## src/rtl/mips32_fetch_queue.sv

```systemverilog
// Decoupled instruction-fetch stage: PC generation, synchronous imem requests and a small
// prefetch FIFO of {ir, npc} handed to decode over a valid/ready handshake.
module mips32_fetch_queue #(
    parameter int unsigned       DEPTH    = 4,
    parameter int unsigned       ADDR_W   = 10,
    parameter int unsigned       DATA_W   = 32,
    parameter logic [ADDR_W-1:0] RESET_PC = '0
) (
    input  logic              clk,
    input  logic              rst,
    output logic              imem_req,
    output logic [ADDR_W-1:0] imem_addr,
    input  logic [DATA_W-1:0] imem_rdata,
    input  logic              redirect_valid,
    input  logic [ADDR_W-1:0] redirect_pc,
    input  logic              halt,
    output logic              id_valid,
    input  logic              id_ready,
    output logic [DATA_W-1:0] id_ir,
    output logic [ADDR_W-1:0] id_npc
);

    localparam int unsigned PTR_W = (DEPTH > 1) ? $clog2(DEPTH) : 1;
    localparam int unsigned CNT_W = $clog2(DEPTH + 1);
    localparam logic [CNT_W:0]   CreditLimit = (CNT_W + 1)'(DEPTH);
    localparam logic [CNT_W-1:0] FullCount   = CNT_W'(DEPTH);

    logic [ADDR_W-1:0] pc_q, pc_d;
    logic              inflight_q, inflight_d;
    logic [ADDR_W-1:0] inflight_addr_q, inflight_addr_d;
    logic [PTR_W-1:0]  rd_ptr_q, rd_ptr_d;
    logic [PTR_W-1:0]  wr_ptr_q, wr_ptr_d;
    logic [CNT_W-1:0]  count_q, count_d;

    logic [DATA_W-1:0] ir_mem  [DEPTH];
    logic [ADDR_W-1:0] npc_mem [DEPTH];

    logic              pop;
    logic              push;
    logic              issue;
    logic [CNT_W:0]    occupancy;
    logic              fifo_empty;

    assign fifo_empty = (count_q == '0);

    // A redirect cycle never transfers: the head is about to be flushed.
    assign id_valid = !fifo_empty && !redirect_valid;
    assign pop      = id_valid && id_ready;
    assign push     = inflight_q && !redirect_valid;

    assign id_ir  = fifo_empty ? '0 : ir_mem[rd_ptr_q];
    assign id_npc = fifo_empty ? '0 : npc_mem[rd_ptr_q];

    // Slots already promised (buffered + in flight) net of this cycle's pop; pop implies count >= 1.
    assign occupancy = {1'b0, count_q} + {{CNT_W{1'b0}}, inflight_q} - {{CNT_W{1'b0}}, pop};

    assign issue     = !rst && !halt && !redirect_valid && (occupancy < CreditLimit);
    assign imem_req  = issue;
    assign imem_addr = pc_q;

    always_comb begin
        pc_d            = pc_q;
        inflight_d      = 1'b0;
        inflight_addr_d = inflight_addr_q;
        rd_ptr_d        = rd_ptr_q;
        wr_ptr_d        = wr_ptr_q;
        count_d         = count_q;

        if (redirect_valid) begin
            pc_d     = redirect_pc;
            rd_ptr_d = '0;
            wr_ptr_d = '0;
            count_d  = '0;
        end else begin
            if (issue) begin
                pc_d            = pc_q + ADDR_W'(1);
                inflight_d      = 1'b1;
                inflight_addr_d = pc_q;
            end
            if (push) begin
                wr_ptr_d = wr_ptr_q + PTR_W'(1);
            end
            if (pop) begin
                rd_ptr_d = rd_ptr_q + PTR_W'(1);
            end
            if (push && !pop) begin
                count_d = count_q + CNT_W'(1);
            end else if (pop && !push) begin
                count_d = count_q - CNT_W'(1);
            end
        end
    end

    always_ff @(posedge clk) begin
        if (rst) begin
            pc_q            <= RESET_PC;
            inflight_q      <= 1'b0;
            inflight_addr_q <= '0;
            rd_ptr_q        <= '0;
            wr_ptr_q        <= '0;
            count_q         <= '0;
        end else begin
            pc_q            <= pc_d;
            inflight_q      <= inflight_d;
            inflight_addr_q <= inflight_addr_d;
            rd_ptr_q        <= rd_ptr_d;
            wr_ptr_q        <= wr_ptr_d;
            count_q         <= count_d;
        end
    end

    // Payload storage needs no reset; count gates what is visible.
    always_ff @(posedge clk) begin
        if (push && !rst) begin
            ir_mem[wr_ptr_q]  <= imem_rdata;
            npc_mem[wr_ptr_q] <= inflight_addr_q + ADDR_W'(1);
        end
    end

    push_never_full_a : assert property (@(posedge clk) disable iff (rst)
        push |-> (count_q != FullCount));

endmodule

```

## config.mk

```make
export PLATFORM = sky130hd
export DESIGN_NAME = mips32_fetch_queue
export DESIGN_NICKNAME = d
export VERILOG_FILES = /design/src/rtl/mips32_fetch_queue.sv
export SDC_FILE = /design/constraint.sdc
export NUM_CORES = 1
export LEC_CHECK = 0
export ABC_AREA = 1
export CAP_MARGIN = 40
export CORE_MARGIN = 10
export CORE_UTILIZATION = 55
export DETAILED_ROUTE_END_ITERATION = 8
export PLACE_DENSITY = 0.79
export REMOVE_ABC_BUFFERS = 1
export SYNTH_ARGS = -nofsm -noshare
export SYNTH_HDL_FRONTEND = slang
export SYNTH_SLANG_ARGS = --single-unit
```

## constraint.sdc

```tcl
create_clock -name clk -period 8.09 [get_ports clk]
set_clock_uncertainty 0.15 [all_clocks]
set_input_delay 1.2135 -clock clk [delete_from_list [all_inputs] [get_ports clk]]
set_output_delay 1.2135 -clock clk [all_outputs]
set_load 0.05 [all_outputs]
```

; Yosys cells after proc, flatten, opt, wreduce, memory -nomap -nowiden
; Memory sizes are Yosys's and may differ from the RTL's. A register that Yosys moved wholly into a read port is not among the register bits.
; Index checks and enable logic that the tools add are counted.
[op_classes]
add_sub_neg = 8
order_cmp = 1
muxes = 13
n_bitwise = 1
n_reduce_logical = 20
[op_table]
columns = op, count
row1 = 2-to-1 mux 32 bit, 1
row2 = 2-to-1 mux 10 bit, 3
row3 = "adder 10 x 1 -> 10 bit, second input constant", 2
row4 = logical AND 1 bit, 9
row5 = 2-to-1 mux 2 bit, 4
row6 = zero test 1 bit, 6
row7 = 2-to-1 mux 3 bit, 2
row8 = "adder 2 x 1 -> 2 bit, second input constant", 2
row9 = adder 3 x 1 -> 4 bit, 1
row10 = "< comparator 4 x 3 -> 1 bit, second input constant", 1
row11 = nonzero test 2 bit, 2
row12 = subtractor 4 x 1 -> 4 bit, 1
row13 = "adder 3 x 1 -> 3 bit, second input constant", 1
row14 = zero test 3 bit, 1
row15 = 2-to-1 mux 1 bit, 3
row16 = "subtractor 3 x 1 -> 3 bit, second input constant", 1
row17 = AND reduction 2 bit, 1
row18 = OR reduction 2 bit, 1
row19 = NOT 1 bit, 1
[word_totals]
reg_bits = 28
mem_bits_rw = 168
input_bits = 47
out_inout_bits = 54
word_cells = 51
memories = 2
[mem_list]
columns = name, words, word_bits, rd, rd_ports_with_merged_regs, wr, line
row1 = ir_mem, 4, 32, 1, 1, 1, 35  ; logic [DATA_W-1:0] ir_mem [DEPTH];
row2 = npc_mem, 4, 10, 1, 1, 1, 36  ; logic [ADDR_W-1:0] npc_mem [DEPTH];

; Depth between registers and ports, before layout
; Gate-level depths: netlist (run 1).
[depth]
depth_word = 9
ltp_mapped = 19

; Worst setup path before layout (run 1)
; Ideal clock, no wire load.
[synth_timing]
path_type = input -> output
startpoint = in redirect_valid
endpoint = out imem_req
arrival_ps = 3520
required_ps = 6727
slack_ps = 3206
cell_stages = 17
n_path_buf = 2
path_cell_list = buf_6 nor2_1 nand2_1 inv_2 ha_1 inv_1 ha_1 nand2_1 inv_1 nand2_1 nand2_1 nand2_1 nand2_2 nor2_4 nand2_4 clkinv_2 buf_6
[synth_via]
elab_chain_len = 6
word_cells_on_any_way = 7
[synth_lines]
columns = element, line
row1 = from (decl), 14  ; input logic redirect_valid,
row2 = zero test 1 bit, 47  ; assign id_valid = !fifo_empty && !redirect_valid;
row3 = logical AND 1 bit, 47
row4 = named net id_valid, 17  ; output logic id_valid,
row5 = logical AND 1 bit, 48  ; assign pop = id_valid && id_ready;
row6 = named net pop, 38  ; logic pop;
row7 = subtractor 4 x 1 -> 4 bit, 55  ; assign occupancy = {1'b0, count_q} + {{CNT_W{1'b0}}, inflight_q} - {{CNT_W{1'b0}}, pop};
row8 = < comparator 4 x 3 -> 1 bit, 57  ; assign issue = !rst && !halt && !redirect_valid && (occupancy < CreditLimit);
row9 = logical AND 1 bit, 57
row10 = to (decl), 11  ; output logic imem_req,
; The timed path passes the listed nets, and every way through them passes these cells.

; Worst setup path after layout (run 1)
[layout_timing]
startpoint = in redirect_valid
endpoint = out imem_req
[layout_via]
elab_chain_len = 6
word_cells_on_any_way = 7
[layout_lines]
columns = element, line
row1 = zero test 1 bit, 47
row2 = logical AND 1 bit, 47
row3 = logical AND 1 bit, 48
row4 = named net pop, 38
row5 = subtractor 4 x 1 -> 4 bit, 55
row6 = < comparator 4 x 3 -> 1 bit, 57
row7 = logical AND 1 bit, 57
; The timed path passes the listed nets, and every way through them passes these cells.

==> results of run 1 <==
==> sequential cells by signal (all words and copies together) (netlist names), named ones only <==
signal           count
count_q              3
imem_addr           10
inflight_addr_q     10
inflight_q           1
ir_mem             128
npc_mem             40
rd_ptr_q             2
wr_ptr_q             2
==> routing by layer <==
metal | global-route usage [%] | up-vias
li1 | - | 2782
met1 | 21.2 | 2758
met2 | 29.8 | 207
met3 | 6.07 | 21
met4 | 6.03 | 0
met5 | 0 | -
==> worst register-to-register path, cell delays in order (launching register included) <==
cell and delay, ns:
dfxtp_1 0.47, nor3_4 0.09, nor2_1 0.17, nand2_1 0.13, inv_2 0.10, ha_1 0.14, inv_1 0.04, ha_1 0.28
nand2_1 0.07, inv_1 0.08, nand2_1 0.10, nand2_1 0.08, nand2_1 0.08, nand2_2 0.09, nor2_4 0.04, nand2_4 0.22
clkinv_2 0.20, nand2_1 0.13, a21oi_2 0.05
==> worst min path at each step <==
| stage | start | end | depth (start not counted) |
|---|---|---|---|
| detailed placement | rd_ptr_q[1] | register | 2 |
| finish | rd_ptr_q[1] | register | 2 |
| global placement | rd_ptr_q[1] | register | 2 |
| CTS | rd_ptr_q[1] | register | 2 |
| global route | rd_ptr_q[1] | register | 2 |
| floorplan | rd_ptr_q[1] | register | 2 |
==> layout make-up <==
class,count,area [sq um]
flip-flops and latches,198,5650
fillers,1052,4560
multi-input cells,483,2400
repair buffers,110,1090
clock buffers,19,433
well taps,184,230
clock inverters,13,204
inverters,35,133
==> layout by cell type, fill, tap and decap left out, types with 6 or more instances in the layout <==
cell / instances
ha_1: 10
a21oi_1: 61
nor2_1: 177
inv_1: 28
clkdlybuf4s50_1: 100
nand3_1: 16
a21oi_2: 11
nand2_1: 71
nand3_2: 10
edfxtp_1: 168
dfxtp_1: 28
nor2_4: 6
buf_4: 9
o21ai_0: 94
clkbuf_16: 17
==> cell families after synthesis <==
family	after synthesis
simple gates	290
flops	198
compound gates	172
buf+inv	74
fa+ha+maj	11
xor+xnor	10
==> power by group through the flow <==
stage | Combinational, mW | Clock, mW | Sequential (mW)
after floorplan | 0.0699 | 0 | 1.15
after global placement | 0.146 | 0 | 1.14
after detailed placement | 0.149 | 0 | 1.14
after CTS | 0.150 | 0.906 | 1.12
after global routing | 0.161 | 0.947 | 1.12
final | 0.149 | 0.897 | 1.12
==> qor.txt, run 1 <==
Via density = 5.54
Max VDD drop = 0.191 mV
global placement routability congestion = 0.859
Worst-path clk slew = 0.06 ns
hold_ws = 0.315 ns
routed wire length = 17900 um
crit-path max cell delay = 0.85 ns
Bufs on Longest Clock Path = 2
fin area = 10100 sq um
Cell Chain, Critical Path = clkdlybuf4s50_1 -> nor2_1 -> nand2_1 -> inv_2 -> ha_1 -> inv_1 -> ha_1 -> nand2_1 -> inv_1 -> nand2_1 -> nand2_1 -> nand2_1 -> nand2_2 -> nor2_4 -> nand2_4 -> clkinv_2 -> clkdlybuf4s50_1
GRT Overall Usage = 17.9%
most common library cells after synthesis = nor2_1 (181), edfxtp_1 (168), o21ai_0 (94), nand2_1 (71), a21oi_1 (61)
max cap viols = 0
clock group share of total power = 41.4%
Util after Layout = 69.0%
Pint = 1.71 mW
kind of critical path = input pin to output pin
adder-cell area share of the yosys netlist = 1.74%
Worst EP required = 6.73 ns
count of state elements after synthesis = 198
P per Cell Area = 213 nW/um^2
r2r worst-path depth = 18
Post-synth EDFFs = 168
antenna violations before repair = 0
Critical Path Start = redirect_valid
worst relative slew slack = 38.7%
core area = 14700 sq um
combinational family with the most area after synthesis = simple AND/OR/NAND/NOR gates
Final setup viols = 0
met1 wire length = 7420 um
max layer used = met4
total number of vias = 5768
Psw = 452 uW
CTS Buf Count = 17
Final Hold Fails = 0
layout cells sized above 1 = 9.21%
setup ws final = 1.95 ns
synthesized area per cell = 11.0 sq um
Placement Cell Area = 9500 sq um
RSZ-0062 raised after global routing = no
combinational share of power = 6.9%
diode count = 0
worst flop-to-flop path endpoint = inflight_addr_q[8]
DRC = 0
top cells by area, synth = edfxtp_1 (61%), nor2_1 (8.2%), dfxtp_1 (7.2%)
clock sinks = 198
Worst-Margin Slew = 0.919 ns
mux cell area share after synthesis = 0%
min Tclk post-route = 6.14 ns
gr ovfl total = 0
compound-gate portion of the synthesized area = 11.0%
CP most frequent cell = nand2_1
setup_tns = 0 ns
Reg power frac = 51.7%
period utilisation layout = 75.8%
total power = 2.16 mW
CTS Hold Buffers Added = 0
Initial Util = 56.7%
Die H = 143 um
Cell Rows = 44
FF-to-FF setup slack = 5.26 ns
Unique masters post-synth = 32
Simple-Gate Fraction of Synth Area = 14.6%
DIE AREA = 20500 sq um
dpl cells = 1010
clk_lat worst skew = 0.42 ns
main flop type after synthesis = edfxtp_1
nets = 903
Synth Area in XOR/XNOR = 1.05%
CTS tree = built
drt pass-1 iters = 5
post-CTS setup buffers = 0
asr flop ratio synth = 0%
Worst Setup End Kind = output pin
launching point of the worst reg2reg path = count_q[0]
Seq/Total Area, Yosys = 67.8%
cell count after synthesis = 755
FMAX = 0.163 GHz
WL met3 = 1410 um
Synthesis Warnings = 0
CP delay by family, top = buffers and inverters
Leak = 3.46 nW
ANT nets after route = 0
Port Buf Inserts = 100
DP Worst Slack = 2.02 ns
critical path depth = 17
Avg WL per Cell = 17.2 um
largest net degree at the start of global routing = 86
post-CTS sizing = 0
CTS root buf = clkbuf_16
slowest CP cell = clkdlybuf4s50_1
Die X = 143 um
H-tree depth = 4
Synth top area share = 60.6%
CP Capture Point = imem_req
CP startpoint kind = input pin
Slew Limit Fails = 0
Worst Path Buf+Inv = 6
Mapped Area = 8330 sq um
crit-path max FO = 22
starting DRC count in detailed routing = 406
first-pass GRT wire length = 28700 um
status = completed
area leader, netlist = edfxtp_1
WP data arrival = 4.77 ns
vias in the first global route = 5806
HPWL after DPL = 10500 um
Net Sw Frac = 20.9%
Hold Path Class = register to register
Non-Filler Instances = 1042
Layout area overhead = 21.7%
met2 WL = 8860 um
count leader, synth = nor2_1
IO Count = 101
No activity file was read; power rests on OpenSTA's default activity.
==> inputs of run 2 (changes only) <==
Settings changed: CORE_UTILIZATION 55 to 50, PLACE_DENSITY 0.79 to 0.76.
Clock period 8.09 ns to 4.93 ns, I/O delays scaled along.
==> qor.txt, run 2 (synthesis results as in run 1) <==
Bufs on Longest Clock Path = 2 (unchanged)
CP startpoint kind = register
CTS Buf Count = 17 (unchanged)
Final Hold Fails = 0 (unchanged)
GRT Overall Usage = 15.7% (-2.2 points)
fin area = 10100 sq um (-0.72%)
total number of vias = 5613 (-2.7%)
Util after Layout = 61.1% (-7.8 points)
min Tclk post-route = 4.11 ns
P per Cell Area = 331 nW/um^2 (+55%)
FF-to-FF setup slack = 2.19 ns (-3.07 ns)
layout cells sized above 1 = 13.1% (+3.9 points)
core area = 16500 sq um (+12%)
worst flop-to-flop path endpoint = inflight_addr_q[0]
Largest Register = ir_mem
launching point of the worst reg2reg path = count_q[0]
Hold Path Class = register to register
gr ovfl total = 0 (unchanged)
HPWL after DPL = 10600 um (+0.89%)
clk_lat worst skew = 0.42 ns (about the same)
Worst EP required = 4.04 ns (-2.69 ns)
Layout area overhead = 20.9%
DP Worst Slack = 0.890 ns (-1.13 ns)
hold_ws = 0.320 ns (+0.00462 ns)
Avg WL per Cell = 15.9 um (-7.3%)
Final setup viols = 0 (unchanged)
Worst Setup End Kind = output pin
nets = 908 (+0.55%)
most frequent cells in the layout = nor2_1 (177), edfxtp_1 (168), o21ai_0 (94)
WP data arrival = 3.22 ns (-1.55 ns)
top flop regs = ir_mem: 128 flops, npc_mem: 40 flops
Initial Util = 50.6% (-6.1 points)
Worst-path clk slew = 0.07 ns (about the same)
Hold Startpoint = rd_ptr_q[1]
worst relative slew slack = 53.7% (+15 points)
crit-path max FO = 50 (+130%)
DIE AREA = 22200 sq um (+8.6%)
period utilisation layout = 83.3%
diode count = 0 (unchanged)
CTS root buf = clkbuf_16
FMAX = 0.243 GHz
Port Buf Inserts = 100 (unchanged)
r2r worst-path depth = 18 (unchanged)
DRC = 0 (unchanged)
commonest non-fill, non-tap cell in the layout = nor2_1
max cap viols = 0 (unchanged)
Worst-Margin Slew = 0.695 ns (-0.224 ns)
Max VDD drop = 0.288 mV (+51%)
drt pass-1 iters = 4 (-1)
RSZ-0062 raised after global routing = no
setup_tns = 0 ns (unchanged)
global placement routability congestion = 0.766 (-11%)
CTS tree = built
max FFs per register = 128 (unchanged)
Placement Cell Area = 9520 sq um (+0.18%)
IO Count = 101 (unchanged)
kind of critical path = register to output pin
first-pass GRT wire length = 27600 um (-3.8%)
starting DRC count in detailed routing = 314 (-23%)
Via density = 5.18 (-6.4%)
Die H = 149 um (+4.2%)
ANT nets after route = 0 (unchanged)
largest net degree at the start of global routing = 59 (-31%)
CTS Hold Buffers Added = 0 (unchanged)
status = completed
routed wire length = 17200 um (-3.6%)
total power = 3.34 mW (+54%)
dpl cells = 1051 (+4.1%)
setup ws final = 0.821 ns (-1.13 ns)
vias in the first global route = 5398 (-7.0%)
post-CTS sizing = 0 (unchanged)
Leak = 3.49 nW (+0.92%)
antenna violations before repair = 0 (unchanged)
Die X = 149 um (+4.2%)
hold path depth = 2 (unchanged)
post-CTS setup buffers = 0 (unchanged)
Cell Rows = 47 (+6.8%)
Slew Limit Fails = 0 (unchanged)
H-tree depth = 4 (unchanged)
Non-Filler Instances = 1083 (+3.9%)
clock sinks = 198 (unchanged)
-- run 2: area by class of cell --
class,count,area (sq um)
Clock buffer,17,425
Clock inverter,15,121
Fill cell,1316,6400
Tap cell,220,275
Timing Repair Buffer,115,1060
Multi-Input combinational cell,483,2400
Inverter,35,133
Sequential cell,198,5650
-- run 2: worst max-delay path by stage --
stage               cells after the start        end      startpoint  slack, ns
detailed placement                     17   imem_req  redirect_valid       0.89
CTS                                     6  id_ir[18]        register       0.80
floorplan                              15   imem_req      count_q[0]       0.15
global route                            5  id_ir[11]        register       0.60
global placement                       17   imem_req  redirect_valid       0.98
finish                                  6  id_ir[18]        register       0.82
-- run 2: power by group --
part           switching (mW)  internal, mW  total, mW
Combinational           0.154        0.0879      0.242
Sequential             0.0134          1.82       1.84
Clock                   0.604         0.657       1.26
-- run 2: metal layers --
metal	up-vias	track usage (%)	part of all wire, %
li1	2796	-	-
met1	2616	19.7	43
met2	180	25.6	48
met3	21	4.25	8.0
met4	0	5.45	1.4
met5	-	0	0
-- run 2: worst max-delay path, stage by stage (launching register included) --
cell	delay [ns]
dfxtp_2	0.77
buf_4	0.61
nor2_1	0.13
nor2_1	0.12
o21ai_0	0.09
a21oi_1	0.20
clkdlybuf4s50_1	0.84
==> inputs of run 3 (changes only) <==
Settings changed: CORE_UTILIZATION 50 to 55, PLACE_DENSITY 0.76 to 0.79.
Clock period 4.93 ns to 3.8 ns, I/O delays scaled along.
==> qor.txt, run 3 (synthesis results as in run 1) <==
global placement routability congestion = 0.786 (+2.7%)
WP data arrival = 2.74 ns (-0.48 ns)
DIE AREA = 20500 sq um (-7.9%)
Worst-path clk slew = 0.06 ns (about the same)
Multi-input gate area = 2400 sq um (unchanged)
r2r worst-path depth = 18 (unchanged)
status = completed
nets = 906 (-0.22%)
diode count = 0 (unchanged)
CTS tree = built
post-CTS sizing = 0 (unchanged)
gr ovfl total = 0 (unchanged)
Max VDD drop = 0.318 mV (+10%)
CTS Hold Buffers Added = 0 (unchanged)
CTS Buf Count = 17 (unchanged)
Leak = 3.66 nW (+4.8%)
total number of vias = 5823 (+3.7%)
post-CTS setup buffers = 0 (unchanged)
most frequent cells in the layout = nor2_1 (177), edfxtp_1 (168), o21ai_0 (94)
largest net degree at the start of global routing = 85 (+44%)
Die X = 143 um (-4.0%)
setup_tns = 0 ns (unchanged)
Worst EP required = 3.08 ns (-0.96 ns)
launching point of the worst reg2reg path = count_q[0]
CTS root buf = clkbuf_16
Cell Chain, Critical Path = clkdlybuf4s50_1 -> nor2_1 -> nand2_1 -> inv_2 -> ha_1 -> inv_1 -> ha_1 -> nand2_1 -> inv_1 -> nand2_1 -> nand2_1 -> nand2_1 -> nand2_2 -> nor2_4 -> nand2_4 -> clkinv_2 -> buf_12
core area = 14700 sq um (-11%)
GRT Overall Usage = 17.7% (+2.0 points)
max cap viols = 0 (unchanged)
clock sinks = 198 (unchanged)
Placement Cell Area = 9970 sq um (+4.7%)
P per Cell Area = 418 nW/um^2 (+26%)
top flop regs = ir_mem: 128 flops, npc_mem: 40 flops
worst flop-to-flop path endpoint = imem_addr[8]
drt pass-1 iters = 5 (+1)
first-pass GRT wire length = 28600 um (+3.4%)
crit-path max cell delay = 0.46 ns (-0.38 ns)
dpl cells = 1013 (-3.6%)
Final Hold Fails = 0 (unchanged)
Via density = 5.57 (+7.5%)
Slew Limit Fails = 0 (unchanged)
Cell Rows = 44 (-6.4%)
slowest CP cell = clkdlybuf4s50_1
FF-to-FF setup slack = 1.18 ns (-1.01 ns)
DRC = 0 (unchanged)
commonest non-fill, non-tap cell in the layout = nor2_1
routed wire length = 18000 um (+4.2%)
Worst-Margin Slew = 0.916 ns (+0.221 ns)
HPWL after DPL = 11000 um (+3.4%)
Initial Util = 56.7% (+6.1 points)
clk_lat worst skew = 0.43 ns (about the same)
Layout area overhead = 26.3%
min Tclk post-route = 3.46 ns
total power = 4.40 mW (+32%)
CP most frequent cell = nand2_1
Port Buf Inserts = 100 (unchanged)
period utilisation layout = 91.0%
RSZ-0062 raised after global routing = no
CP startpoint kind = input pin
CP Capture Point = imem_req
worst relative slew slack = 38.9% (-15 points)
layout cells sized above 1 = 14.8% (+1.7 points)
antenna violations before repair = 0 (unchanged)
max FFs per register = 128 (unchanged)
vias in the first global route = 5723 (+6.0%)
FMAX = 0.289 GHz
Critical Path Start = redirect_valid
Final setup viols = 0 (unchanged)
Worst Setup End Kind = output pin
Reg area = 5650 sq um (unchanged)
Largest Register = ir_mem
fill cell count = 1034 (-21%)
Hold Path Class = register to register
Bufs on Longest Clock Path = 2 (unchanged)
fin area = 10500 sq um (+4.5%)
Die H = 143 um (-4.0%)
kind of critical path = input pin to output pin
H-tree depth = 4 (unchanged)
crit-path max FO = 11 (-78%)
Non-Filler Instances = 1045 (-3.5%)
starting DRC count in detailed routing = 350 (+11%)
ANT nets after route = 0 (unchanged)
IO Count = 101 (unchanged)
Avg WL per Cell = 17.2 um (+8.0%)
Util after Layout = 71.6% (+10 points)
[run 3: cell count changes in the layout (fill, tap and decap cells not counted), sizes merged]
| cell | previous run | this run |
|---|---|---|
| buf | 41 | 56 |
| clkbuf | 17 | 25 |
| clkdlybuf4s50 | 74 | 57 |
| clkinv | 8 | 7 |
| clkinvlp | 3 | 0 |
| inv | 39 | 35 |
[run 3: cell type report]
cell class,count,area share [%]
sequential,198,53.7
multi-input combinational,483,22.8
timing repair buffer,113,14.8
clock buffer,25,4.84
tap,184,2.19
inverter,35,1.26
clock inverter,7,0.404
[run 3: worst min-delay path by stage]
stage           startpoint           to  slack (ns)  cells past startpoint
5_1_grt        rd_ptr_q[0]  rd_ptr_q[0]        0.35                      1
6_report       rd_ptr_q[1]     register        0.33                      2
4_1_cts        rd_ptr_q[1]     register        0.33                      2
3_5_place_dp   rd_ptr_q[0]  rd_ptr_q[0]        0.32                      1
3_3_place_gp   rd_ptr_q[1]     register        0.31                      2
2_1_floorplan  rd_ptr_q[1]     register        0.29                      2
[run 3: per-stage QoR]
stage | hold WS, ns | setup slack (ns)
2_1_floorplan | 0.291 | -0.812
3_3_place_gp | 0.306 | 0.429
3_5_place_dp | 0.320 | 0.356
4_1_cts | 0.331 | 0.342
5_1_grt | 0.352 | 0.169
6_report | 0.329 | 0.341
[run 3: report_power, final]
group          internal (mW)  switching (mW)
registers               2.36          0.0168
clock network          0.933           0.722
logic                  0.153           0.212
total                   3.45           0.950
[run 3: layer usage]
metal | routed length, um | share of wire (%) | GRT usage [%] | vias to the layer above
met5 | 0 | 0 | 0 | -
met4 | 254 | 1.4 | 7.06 | 0
met3 | 1650 | 9.2 | 5.64 | 26
met2 | 8860 | 49 | 29.3 | 248
met1 | 7190 | 40 | 21.0 | 2769
li1 | - | - | - | 2780
[run 3: worst max-delay path: cells and delay by family]
kind | cells | cell delay, ns
and+or+nand+nor | 9 | 0.82
buffers and inverters | 6 | 0.93
adders and majority gates | 2 | 0.42
